==> src/rtl/tusca_controle_clima.sv <==
// Climate-control sequencer: periodically requests a DHT11 measurement,
// waits for it under a timeout, then applies hysteresis/threshold rules to
// drive the cooling relay, the fan duty level and the vent servo.
// Repeated sensor failures latch a fail-safe ERRO state.
// Handshake: medir_dht11 is a 1-cycle request; the sensor answers with a
// 1-cycle pronto_medida (data valid in that cycle) or erro_medida pulse.
module tusca_controle_clima #(
  parameter int PERIODO_MEDIDA = 100_000_000,
  parameter int TIMEOUT_MEDIDA = 2_500_000,
  parameter int MAX_FALHAS     = 3
) (
  input  logic       clock,
  input  logic       reset,
  input  logic       liga,
  input  logic       config_valida,
  input  logic [7:0] temp_limite,
  input  logic [3:0] histerese,
  input  logic [7:0] umid_limite,
  input  logic       pronto_medida,
  input  logic       erro_medida,
  input  logic [7:0] temperatura,
  input  logic [7:0] umidade,
  output logic       medir_dht11,
  output logic       rele,
  output logic [1:0] duty_ventoinha,
  output logic [1:0] posicao_servo,
  output logic       erro_sensor,
  output logic [1:0] falhas,
  output logic [3:0] db_estado
);

  localparam int W_P = (PERIODO_MEDIDA > 1) ? $clog2(PERIODO_MEDIDA) : 1;
  localparam int W_T = (TIMEOUT_MEDIDA > 1) ? $clog2(TIMEOUT_MEDIDA) : 1;

  typedef enum logic [3:0] {
    INICIAL  = 4'd0,
    ESPERA   = 4'd1,
    MEDIR    = 4'd2,
    AGUARDA  = 4'd3,
    AVALIA   = 4'd4,
    ATUALIZA = 4'd5,
    FALHA    = 4'd6,
    ERRO     = 4'd15
  } estado_t;

  estado_t        estado, estado_prox;
  logic [W_P-1:0] cont_periodo;
  logic [W_T-1:0] cont_timeout;
  logic [7:0]     t_lat, h_lat;
  logic           fim_periodo, fim_timeout;
  logic [1:0]     falhas_inc;

  // Rule results and next output values
  logic [7:0] lim_baixo, lim_alto, dif_temp;
  logic [8:0] soma_umid;
  logic       rele_regra;
  logic [1:0] duty_regra, servo_regra;
  logic       medir_d, rele_d, erro_d;
  logic [1:0] duty_d, servo_d, falhas_d;

  assign fim_periodo = (cont_periodo == W_P'(PERIODO_MEDIDA - 1));
  assign fim_timeout = (cont_timeout == W_T'(TIMEOUT_MEDIDA - 1));
  assign falhas_inc  = (falhas >= 2'(MAX_FALHAS)) ? falhas : falhas + 2'd1;
  assign db_estado   = estado;

  // State register
  always_ff @(posedge clock or negedge reset) begin
    if (!reset) estado <= INICIAL;
    else        estado <= estado_prox;
  end

  // Next-state logic; liga=0 overrides every transition
  always_comb begin
    estado_prox = estado;
    if (!liga) begin
      estado_prox = INICIAL;
    end else begin
      case (estado)
        INICIAL:  if (config_valida) estado_prox = ESPERA;
        ESPERA:   if (fim_periodo) estado_prox = MEDIR;
        MEDIR:    estado_prox = AGUARDA;
        AGUARDA: begin
          // pronto wins over a simultaneous erro
          if (pronto_medida)                    estado_prox = AVALIA;
          else if (erro_medida || fim_timeout)  estado_prox = FALHA;
        end
        AVALIA:   estado_prox = ATUALIZA;
        ATUALIZA: estado_prox = ESPERA;
        FALHA:    estado_prox = (falhas_inc == 2'(MAX_FALHAS)) ? ERRO : ESPERA;
        ERRO:     estado_prox = ERRO;
        default:  estado_prox = INICIAL;
      endcase
    end
  end

  // Period counter runs only while waiting in ESPERA
  always_ff @(posedge clock or negedge reset) begin
    if (!reset)                                        cont_periodo <= '0;
    else if (estado == ESPERA && estado_prox == ESPERA) cont_periodo <= cont_periodo + W_P'(1);
    else                                               cont_periodo <= '0;
  end

  // Timeout counter runs only while waiting for the sensor answer
  always_ff @(posedge clock or negedge reset) begin
    if (!reset)                  cont_timeout <= '0;
    else if (estado == AGUARDA)  cont_timeout <= cont_timeout + W_T'(1);
    else                         cont_timeout <= '0;
  end

  // Latch the measurement on the pronto pulse
  always_ff @(posedge clock or negedge reset) begin
    if (!reset) begin
      t_lat <= '0;
      h_lat <= '0;
    end else if (estado == AGUARDA && pronto_medida) begin
      t_lat <= temperatura;
      h_lat <= umidade;
    end
  end

  // Threshold rules on the latched measurement; thresholds are read live
  always_comb begin
    lim_baixo = (temp_limite > {4'd0, histerese}) ? temp_limite - {4'd0, histerese} : 8'd0;
    soma_umid = {1'b0, umid_limite} + 9'd10;
    lim_alto  = soma_umid[8] ? 8'hFF : soma_umid[7:0];
    dif_temp  = t_lat - temp_limite;

    // A saturated lower bound of 0 can never be undercut, so the relay holds
    if (t_lat >= temp_limite)   rele_regra = 1'b1;
    else if (t_lat < lim_baixo) rele_regra = 1'b0;
    else                        rele_regra = rele;

    if (t_lat < temp_limite)    duty_regra = 2'd0;
    else if (dif_temp <= 8'd1)  duty_regra = 2'd1;
    else if (dif_temp <= 8'd4)  duty_regra = 2'd2;
    else                        duty_regra = 2'd3;

    if (h_lat < umid_limite)    servo_regra = 2'd0;
    else if (h_lat < lim_alto)  servo_regra = 2'd1;
    else                        servo_regra = 2'd2;
  end

  // Output logic: values loaded on the edge leaving AVALIA appear in ATUALIZA
  always_comb begin
    medir_d  = (estado_prox == MEDIR);
    rele_d   = rele;
    duty_d   = duty_ventoinha;
    servo_d  = posicao_servo;
    erro_d   = erro_sensor;
    falhas_d = falhas;
    if (!liga) begin
      rele_d   = 1'b0;
      duty_d   = 2'd0;
      servo_d  = 2'd0;
      erro_d   = 1'b0;
      falhas_d = 2'd0;
    end else begin
      case (estado)
        AVALIA: begin
          rele_d   = rele_regra;
          duty_d   = duty_regra;
          servo_d  = servo_regra;
          falhas_d = 2'd0;
        end
        FALHA:   falhas_d = falhas_inc;
        default: ;
      endcase
      // Fail-safe: relay off, fan max, vent fully open
      if (estado_prox == ERRO) begin
        rele_d  = 1'b0;
        duty_d  = 2'd3;
        servo_d = 2'd2;
        erro_d  = 1'b1;
      end
    end
  end

  // Output registers
  always_ff @(posedge clock or negedge reset) begin
    if (!reset) begin
      medir_dht11    <= 1'b0;
      rele           <= 1'b0;
      duty_ventoinha <= 2'd0;
      posicao_servo  <= 2'd0;
      erro_sensor    <= 1'b0;
      falhas         <= 2'd0;
    end else begin
      medir_dht11    <= medir_d;
      rele           <= rele_d;
      duty_ventoinha <= duty_d;
      posicao_servo  <= servo_d;
      erro_sensor    <= erro_d;
      falhas         <= falhas_d;
    end
  end

endmodule

==> config.mk <==
export PLATFORM = sky130hd
export DESIGN_NAME = tusca_controle_clima
export DESIGN_NICKNAME = d
export VERILOG_FILES = /design/src/rtl/tusca_controle_clima.sv
export SDC_FILE = /design/constraint.sdc
export NUM_CORES = 1
export LEC_CHECK = 0
export ABC_AREA = 0
export BUFFER_PORTS_ARGS = -buffer_cell sky130_fd_sc_hd__buf_4
export CAP_MARGIN = 10
export CORE_MARGIN = 2
export CORE_UTILIZATION = 45
export CTS_CLUSTER_DIAMETER = 100
export DETAILED_ROUTE_END_ITERATION = 6
export GPL_TIMING_DRIVEN = 0
export HOLD_SLACK_MARGIN = 0.05
export PLACE_DENSITY = 0.76
export SKIP_CTS_REPAIR_TIMING = 1
export SYNTH_ARGS = -nofsm -noshare
export SYNTH_HDL_FRONTEND = slang
export SYNTH_SLANG_ARGS = --single-unit
==> constraint.sdc <==
create_clock -name clock -period 6.5 [get_ports clock]
set_input_delay 1.625 -clock clock [delete_from_list [all_inputs] [get_ports clock]]
set_output_delay 1.625 -clock clock [all_outputs]
set_load 0.05 [all_outputs]
==> flow_summary.ini <==
[placement]
post_dp_cell_area_sq_um = 5430
io_buffers = 54
dp_hpwl_mm = 7.74
finalWeightedCongestion = 0.844

[cts]
cts_buffer_depth = 2
clkTransAtPathRegs_ns = 0.08
cts-buffers-inserted = 9
cts_root_buffer = clkbuf_8
clk_latency_ns = 0.34
htreeDepth = 3
clock-sinks = 78
cts_tree = done

[sta]
grt_setup_unrepaired = no
max_slew_margin = 0.360
setup_tns_ns = 0
fmax_ghz = 0.253
finClkSkew_ns = 0.00703
hold_viol = 0
setup_viol = 0
worst_pin_slew_ns = 0.960
finalMaxSlewViolations = 0
final.min_clock_period_ns = 3.95
fin_crit_sh = 0.608

[layout]
layout-drive-gt1-share = 0.152
num_antenna_cells = 0
fin_util = 0.541
fin_area_sq_um = 5640
syn_to_final_growth_pct = 16.0
finalNetCount = 676

[global_route]
grt_start_max_net_pins = 79
grtUsageTotal = 0.190
antenna_found_initial = 0
overflow = 0
grt_pass1_vias = 3970
grt_pass1_wl_mm = 18.0

[die]
rows = 37
io-pin-count = 55
die_area_sq_um = 11600
die_y_um = 108
coreArea_sq_um = 10400
die_x_um = 108
start_util = 0.466

[setup_path]
crit_buf_inv = 2
worstSetupStartpointType = input pin
path_max_fanout = 5
critical_path_class = in2reg
path_cells = buf_4 -> inv_1 -> ha_1 -> fa_1 -> nor2b_1 -> o21ai_0 -> nand2b_1 -> nand2_1 -> nand2_1 -> nand2_1 -> ha_1 -> a21o_1 -> a211oi_1 -> nand2_1 -> o211ai_1 -> a21boi_0
cp_top_family = compound AO/OA/AOI/OAI gates
cp_data_required_time_ns = 6.72
critPathArrivalTime_ns = 4.18
r2r_cells = 9
reg2reg_slack_ns = 4.25
end_kind = register
cp_slowest_cell = fa_1
slowest_delay_ns = 0.41
worst_path_most_repeated_cell = nand2_1
cp.depth = 16

[synthesis]
synth_top_area_frac = 0.402
synthTopCellsByArea = dfrtp_1, ha_1, nor2_1
yosys_warnings = 0
synthDistinctLibCells = 50
avgSynthCellArea_sq_um = 9.15
synth_top_area_cell = dfrtp_1
synth_area_sq_um = 4860
ys_ff_latch = 78
synth_commonest_cells = nor2_1, dfrtp_1, nand2_1
seq_area_frac_synth = 0.402
synth_most_common_cell = nor2_1
synth_edf_count = 0
syn_nets = 611
yosys_most_used_dff = dfrtp_1
synthesis.instances = 531
postSynth.asyncResetShare = 1.00

[power_and_ir_drop]
powerDensity_nw_per_um2 = 173
internal-power_w = 0.000744
swShare = 0.238
p_leak_nw = 2.62
combPwrFrac = 0.107
p_sw_w = 0.000232
total_power_w = 0.000976
p_seq_frac = 0.499
p_clk_frac = 0.394
peakVddDrop_v = 0.000105

[min_path]
hold_depth = 1
worstHoldPathType = reg2reg

[drt]
first_iter_violations = 192
wl_per_cell_um = 13.7
first_pass_iters = 4
ant_nets = 0
wirelength_mm = 10.1
drc = 0
routed_via_density = 5.43
vias = 4000

[run_status]
status = completed

[job]
cap_violations = 0
-- routing by layer --
layer	GRT usage	wire, um	vias up
li1	-	-	1997
met1	0.246	4670	1933
met2	0.327	4880	61
met3	0.0369	422	9
met4	0.0495	111	0
met5	0	0	-
-- cells in the final DEF, fill, tap and decap left out, types with 11 or more instances in the layout --
| cell | instances |
|---|---|
| nand3_1 | 33 |
| nor2_1 | 79 |
| xnor2_1 | 22 |
| clkbuf_1 | 11 |
| a21oi_1 | 21 |
| inv_1 | 30 |
| buf_4 | 54 |
| dfrtp_1 | 78 |
| nand2_1 | 38 |
| nand4_1 | 12 |
| xor2_1 | 29 |
| o21ai_0 | 21 |
| ha_1 | 36 |
| nor3_1 | 13 |
| mux2_2 | 16 |
-- flip-flops by register name, summed over array words and instances (netlist names) --
name / flops
erro_sensor: 1
duty_ventoinha: 2
h_lat: 8
falhas: 2
posicao_servo: 2
t_lat: 8
cont_timeout: 22
cont_periodo: 27
db_estado: 4
medir_dht11: 1
rele: 1
-- power by group through the flow --
stage	sequential [W]	clock, W	combinational (W)
final	0.000488	0.000385	0.000104
after global placement	0.000497	0	0.000102
after global routing	0.000488	0.000414	0.000120
after detailed placement	0.000497	0	0.000105
after CTS	0.000487	0.000392	0.000106
after floorplan	0.000499	0	0.0000561
-- area by class of cell --
cell class | count | area [sq um]
plain buffers | 10 | 37.5
clock buffers | 10 | 128
clock inverters | 5 | 75.1
fillers | 959 | 4780
inverters | 30 | 113
multi-input cells | 413 | 2760
flip-flops and latches | 78 | 1950
well taps | 136 | 170
repair buffers | 54 | 405
-- worst paths after layout --
path / start / end
hold reg to reg: cont_timeout[0] / cont_timeout[0]
setup / recovery: temp_limite[0] / rele
min in group asynchronous: reset / cont_periodo[13]
setup reg to reg: t_lat[0] / duty_ventoinha[1]
hold / removal: cont_timeout[0] / cont_timeout[0]
max in group asynchronous: reset / cont_periodo[0]
-- worst register-to-register path, cell delays in order, from the launching register on --
cell	delay (ns)
dfrtp_1	0.39
inv_1	0.06
ha_1	0.20
fa_1	0.40
nand2b_1	0.16
o2bb2ai_1	0.18
mux2i_1	0.15
nor2_1	0.11
o211ai_1	0.12
o32a_1	0.36
-- per-stage QoR --
step / worst slack (ns) / std cells / hold WS [ns]
4_1_cts: 2.60 / 736 / 0.493
2_1_floorplan: 2.63 / 531 / 0.455
6_report: 2.55 / 736 / 0.491
5_1_grt: 2.36 / 736 / 0.504
3_3_place_gp: 2.32 / 721 / 0.469
3_5_place_dp: 2.24 / 721 / 0.476
-- kinds of logic (layout without fill, tap and decap cells) --
kind of cell	count (synthesis)	after routing	share of synthesized area
adders and majority gates	38	38	0.101
muxes	19	19	0.0433
buffers and inverters	40	109	0.0309
AOI/OAI and AO/OA	84	84	0.114
and+or+nand+nor	221	221	0.217
DFF	78	78	0.402
xor gates and xnor gates	51	51	0.0920
No activity file was read; power rests on OpenSTA's default activity.
